$ cat config.mk
export PLATFORM = sky130hd
export DESIGN_NAME = snake_datapath
export DESIGN_NICKNAME = d
export VERILOG_FILES = /design/src/rtl/snake_datapath.sv
export SDC_FILE = /design/constraint.sdc
export NUM_CORES = 2
export LEC_CHECK = 0
export CAP_MARGIN = 25
export CORE_UTILIZATION = 55
export DETAILED_ROUTE_END_ITERATION = 8
export PLACE_DENSITY = 0.71
export SETUP_SLACK_MARGIN = 0.1
export SYNTH_ARGS = -nofsm -noshare
export SYNTH_HDL_FRONTEND = slang
export SYNTH_SLANG_ARGS = --single-unit
$ cat constraint.sdc
create_clock -name clock -period 6.8 [get_ports clock]
set_input_delay 1.36 -clock clock [delete_from_list [all_inputs] [get_ports clock]]
set_output_delay 1.36 -clock clock [all_outputs]
set_load 0.05 [all_outputs]
$ cat src/rtl/snake_datapath.sv
// Snake game datapath: segment storage, movement, fruit placement,
// collision detection and registered VGA plot muxing.
module snake_datapath #(
  parameter int MAX_LEN  = 100,
  parameter int INIT_LEN = 4
) (
  input  logic       clock,
  input  logic       resetn,
  input  logic       move,
  input  logic       keyboard,
  input  logic [1:0] keyboard_arrow,
  input  logic       output_signal,
  input  logic [3:0] select,
  input  logic [7:0] counter_x,
  input  logic [6:0] counter_y,
  input  logic [6:0] counter_j,
  output logic [7:0] x,
  output logic [6:0] y,
  output logic [2:0] colour,
  output logic       plot,
  output logic       endgame
);

  typedef enum logic [1:0] {
    UP    = 2'd0,
    RIGHT = 2'd1,
    LEFT  = 2'd2,
    DOWN  = 2'd3
  } dir_e;

  localparam logic [6:0] MAXL  = 7'(MAX_LEN);
  localparam logic [6:0] INITL = 7'(INIT_LEN);

  logic [7:0]  seg_x_q [MAX_LEN];
  logic [7:0]  seg_x_d [MAX_LEN];
  logic [6:0]  seg_y_q [MAX_LEN];
  logic [6:0]  seg_y_d [MAX_LEN];
  logic [6:0]  len_q, len_d;
  dir_e        dir_q, dir_d;
  dir_e        pend_q, pend_d;
  dir_e        key_ref;
  logic [7:0]  fruit_x_q, fruit_x_d;
  logic [6:0]  fruit_y_q, fruit_y_d;
  logic [15:0] lfsr_q, lfsr_d;
  logic [7:0]  x_q, x_d;
  logic [6:0]  y_q, y_d;
  logic [2:0]  colour_q, colour_d;
  logic        plot_q, plot_d;
  logic        endgame_q, endgame_d;

  logic [7:0] hx, nx, cand_x;
  logic [6:0] hy, ny, cand_y;
  logic [6:0] idx;
  logic       wall, idx_ok, collide, over, eat;

  function automatic logic [7:0] init_x(int k);
    return (k < INIT_LEN) ? 8'(80 - k) : 8'd0;
  endfunction

  function automatic logic [6:0] init_y(int k);
    return (k < INIT_LEN) ? 7'd60 : 7'd0;
  endfunction

  assign hx  = seg_x_q[0];
  assign hy  = seg_y_q[0];
  assign idx = 7'd99 - counter_j;

  assign lfsr_d = {lfsr_q[14:0],
                   lfsr_q[15] ^ lfsr_q[13] ^ lfsr_q[12] ^ lfsr_q[10]};

  assign cand_x = (lfsr_q[7:0] >= 8'd160)
                ? lfsr_q[7:0] - 8'd128 : lfsr_q[7:0];
  assign cand_y = (lfsr_q[14:8] >= 7'd120)
                ? lfsr_q[14:8] - 7'd64 : lfsr_q[14:8];

  always_comb begin
    nx   = hx;
    ny   = hy;
    wall = 1'b0;
    unique case (pend_q)
      UP: begin
        wall = (hy == 7'd0);
        ny   = hy - 7'd1;
      end
      DOWN: begin
        wall = (hy == 7'd119);
        ny   = hy + 7'd1;
      end
      LEFT: begin
        wall = (hx == 8'd0);
        nx   = hx - 8'd1;
      end
      RIGHT: begin
        wall = (hx == 8'd159);
        nx   = hx + 8'd1;
      end
    endcase
  end

  assign idx_ok  = (counter_j <= 7'd99) && (idx < len_q);
  // Body-vs-head test rides on the draw pass so it costs one comparator.
  assign collide = output_signal && (select == 4'd0) && idx_ok
                && (idx != 7'd0)
                && (seg_x_q[idx] == hx) && (seg_y_q[idx] == hy);
  assign over    = (move && wall) || collide;
  assign eat     = move && !wall
                && (nx == fruit_x_q) && (ny == fruit_y_q);
  assign key_ref = move ? pend_q : dir_q;

  always_comb begin
    seg_x_d   = seg_x_q;
    seg_y_d   = seg_y_q;
    len_d     = len_q;
    dir_d     = dir_q;
    pend_d    = pend_q;
    fruit_x_d = fruit_x_q;
    fruit_y_d = fruit_y_q;
    if (over) begin
      for (int k = 0; k < MAX_LEN; k++) begin
        seg_x_d[k] = init_x(k);
        seg_y_d[k] = init_y(k);
      end
      len_d     = INITL;
      dir_d     = RIGHT;
      pend_d    = RIGHT;
      fruit_x_d = 8'd120;
      fruit_y_d = 7'd60;
    end else begin
      if (move) begin
        dir_d = pend_q;
        for (int i = 1; i < MAX_LEN; i++) begin
          seg_x_d[i] = seg_x_q[i-1];
          seg_y_d[i] = seg_y_q[i-1];
        end
        seg_x_d[0] = nx;
        seg_y_d[0] = ny;
        if (eat) begin
          if (len_q < MAXL) len_d = len_q + 7'd1;
          fruit_x_d = cand_x;
          fruit_y_d = cand_y;
        end
      end
      if (keyboard && ((keyboard_arrow ^ key_ref) != 2'd3))
        pend_d = dir_e'(keyboard_arrow);
    end
  end

  always_comb begin
    x_d       = x_q;
    y_d       = y_q;
    colour_d  = colour_q;
    plot_d    = 1'b0;
    endgame_d = over;
    if (output_signal) begin
      case (select)
        4'd0: if (idx_ok) begin
          x_d      = seg_x_q[idx];
          y_d      = seg_y_q[idx];
          colour_d = (idx == 7'd0) ? 3'b110 : 3'b010;
          plot_d   = 1'b1;
        end
        4'd1: begin
          x_d      = counter_x;
          y_d      = counter_y;
          colour_d = 3'b000;
          plot_d   = 1'b1;
        end
        4'd2: begin
          x_d      = fruit_x_q;
          y_d      = fruit_y_q;
          colour_d = 3'b100;
          plot_d   = 1'b1;
        end
        default: ;
      endcase
    end
  end

  always_ff @(posedge clock) begin
    if (!resetn) begin
      for (int k = 0; k < MAX_LEN; k++) begin
        seg_x_q[k] <= init_x(k);
        seg_y_q[k] <= init_y(k);
      end
      len_q     <= INITL;
      dir_q     <= RIGHT;
      pend_q    <= RIGHT;
      fruit_x_q <= 8'd120;
      fruit_y_q <= 7'd60;
      lfsr_q    <= 16'hACE1;
      x_q       <= '0;
      y_q       <= '0;
      colour_q  <= '0;
      plot_q    <= 1'b0;
      endgame_q <= 1'b0;
    end else begin
      seg_x_q   <= seg_x_d;
      seg_y_q   <= seg_y_d;
      len_q     <= len_d;
      dir_q     <= dir_d;
      pend_q    <= pend_d;
      fruit_x_q <= fruit_x_d;
      fruit_y_q <= fruit_y_d;
      lfsr_q    <= lfsr_d;
      x_q       <= x_d;
      y_q       <= y_d;
      colour_q  <= colour_d;
      plot_q    <= plot_d;
      endgame_q <= endgame_d;
    end
  end

  assign x       = x_q;
  assign y       = y_q;
  assign colour  = colour_q;
  assign plot    = plot_q;
  assign endgame = endgame_q;

endmodule

==> results.yml <==
critical_path:
  critPathLaunchType: "input port"
  path_max_fanout: 36
  path_class: "in2reg"
  arrival_ps: 6910
  reg2regPathDepth: 15
  end_kind: "flip-flop"
  critPathRequiredTime_ps: 7460
floorplan:
  io_pins: 53
  die_w_um: 355
  die-area_um2: 126000
  core_area_um2: 124000
  num_rows: 129
  die_h_um: 355
  initial_core_util: 0.554
power_and_ir_drop:
  ir_drop_mv: 0.283
  power.total_mw: 19.4
  p_per_area_nw_per_um2: 255
  leakagePower_nw: 31.8
global_route:
  grt_use_total: 0.241
  grt_pass1_wl_mm: 246
  grt_max_degree: 162
  antenna_found_initial: 3
  grt.overflow.total: 0
  grt_pass1_vias: 44300
synth:
  syn_area_um2: 68600
  synth-seq-cells: 1561
  ys.flop_type: "dfxtp_1"
  yosysWarnings: 0
  syn_avg_cell_area_um2: 10.9
  synth_edf_count: 0
  async_flop_share: 0
  yosysSeqAreaShare: 0.455
  synth_fp_nets: 6379
  synth_cells: 6318
  yosysUniqueCellTypes: 77
cts:
  numCtsBuffers: 159
  ctsHoldBuffers: 0
  cts_root_buf: "clkbuf_16"
  htree_levels: 4
  max-clock-path-buffers: 3
  cts_setup_buffers: 0
  cts_tree: "done"
  cts_sinks: 1561
  clkLatencyLatePin_ps: 800
  ctsResizeCount: 0
  cts.reportedPaths.clkPinSlew_ps: 50
timing:
  fin_tns_setup_ps: 0
  finalSetupViolations: 0
  worst_slew_pin_slew_ps: 1280
  relSlewSlack: 0.144
  clock_skew_ps: 25.4
  period_needed_ps: 6250
  holdWs_ps: 415
  rsz0062_at_grt: "no"
  finalWorstSetupSlack_ps: 551
  fmax_mhz: 160
  period_share: 0.919
  finalMaxSlewViolations: 0
  hold_violations: 0
route:
  via_per_inst: 5.78
  drtPass1Iterations: 8
  drt_iter0_drc: 3881
  ant_nets: 0
  wl_per_cell_um: 19.2
  drc: 4
  finalWirelength_mm: 154
  num_vias: 46200
run_status:
  failed_checks: "design-rule violations"
  status: "finished with violations"
cells_and_area:
  multi_input_area_um2: 34600
  design_area_um2: 76000
  antenna_cells: 0
  fin_cells: 7991
  utilization: 0.614
  n_fill_cell: 9990
  regArea_um2: 31300
  drive_gt1_frac: 0.130
  areaGrowthSynthToFinish_pct: 10.7
  nets: 6292
placement:
  port_buffers: 51
  place_ws_ps: -149
  place_inst: 7707
  gp_congestion: 0.838
  place_area_um2: 70900
  dp_hpwl_mm: 98.6
min_path:
  worstHoldPathType: "reg2reg"
  min_path_cells: 2
run:
  cap_violations: 0
## metal layers
layer / GRT usage / share of wire / up-vias
met1: 0.340 / 0.47 / 22900
met2: 0.382 / 0.46 / 890
met3: 0.0348 / 0.042 / 213
met4: 0.0729 / 0.023 / 4
met5: 0 / 0.00025 / -
li1: - / - / 22200
## registers in the layout (all words and copies together), names as in the netlist
name / count
colour: 2
dir_q: 2
endgame: 1
fruit_x_q: 8
fruit_y_q: 7
hx: 8
hy: 7
len_q: 7
lfsr_q: 16
pend_q: 2
plot: 1
seg_x_q: 792
seg_y_q: 693
x: 8
y: 7
## power by group
part / internal (mW) / switching [mW]
Sequential: 9.20 / 0.0621
Clock: 4.94 / 3.59
Combinational: 0.640 / 0.979
Total: 14.8 / 4.63
## synth_stat cells, types with 39 or more instances
master    count  share of area
a21oi_1      51         0.0037
nor2b_1      39         0.0036
o21ai_0      39         0.0028
buf_4       126          0.014
dfxtp_1    1561           0.46
a211o_1      40         0.0051
nor2_1     1546          0.085
a22oi_1      94          0.010
mux4_2      347           0.11
nand2_1     116         0.0063
mux2i_1    1538           0.22
clkbuf_1    230          0.013
buf_2        92         0.0067
## area by class of cell
cell class | instances | area share
clock buffers | 245 | 0.0622
clock inverters | 39 | 0.00524
well taps | 1637 | 0.0270
flip-flops and latches | 1561 | 0.411
inverters | 43 | 0.00212
multi-input cells | 4222 | 0.455
repair buffers | 244 | 0.0369
## worst max-delay path: stages
cell and delay (ps):
clkdlybuf4s50_1 600, inv_1 100, ha_2 460, buf_12 210, nor2b_4 660, nand2_1 500, o22ai_1 520, o311ai_0 370
o311a_1 400, xnor2_1 200, and4_1 210, nand4_1 150, o311ai_4 320, buf_12 300, buf_12 220, buf_12 200
nor2_1 70
## cells in the final DEF, fill, tap and decap left out, types with 31 or more instances in the layout
| master | netlist | routed |
|---|---|---|
| a211o_1 | 40 | 40 |
| a21oi_1 | 51 | 49 |
| a22oi_1 | 94 | 94 |
| buf_12 | 0 | 66 |
| buf_4 | 126 | 126 |
| clkbuf_1 | 230 | 46 |
| clkbuf_16 | 0 | 161 |
| clkbuf_8 | 0 | 38 |
| clkdlybuf4s50_1 | 0 | 47 |
| dfxtp_1 | 1561 | 1561 |
| inv_1 | 37 | 37 |
| mux2i_1 | 1538 | 1538 |
| mux4_2 | 347 | 347 |
| nand2_1 | 116 | 116 |
| nor2_1 | 1546 | 1545 |
| nor2b_1 | 39 | 37 |
| o21ai_0 | 39 | 39 |
| o22ai_1 | 31 | 31 |
## kinds of logic after synthesis
kind of cell,Yosys count,share of synthesized area
multiplexers,1904,0.341
XOR/XNOR,48,0.00633
AO/OA/AOI/OAI,404,0.0431
flip-flops,1561,0.455
adder cells (fa/ha/maj),28,0.00532
other,1,0.0000546
AND/OR/NAND/NOR,1837,0.107
buffers and inverters,535,0.0417
## final timing paths
kind	startpoint	endpoint	slack (ps)
min reg2reg	lfsr_q[14]$_SDFF_PN0_	lfsr_q[15]$_SDFF_PN1_	420
max reg2reg	seg_y_q[106]$_SDFFE_PP0P_	seg_x_q[117]$_SDFFE_PP0P_	2530
max	counter_j[3]	seg_x_q[117]$_SDFFE_PP0P_	550
min	lfsr_q[14]$_SDFF_PN0_	lfsr_q[15]$_SDFF_PN1_	420
No activity file was read; power rests on OpenSTA's default activity.
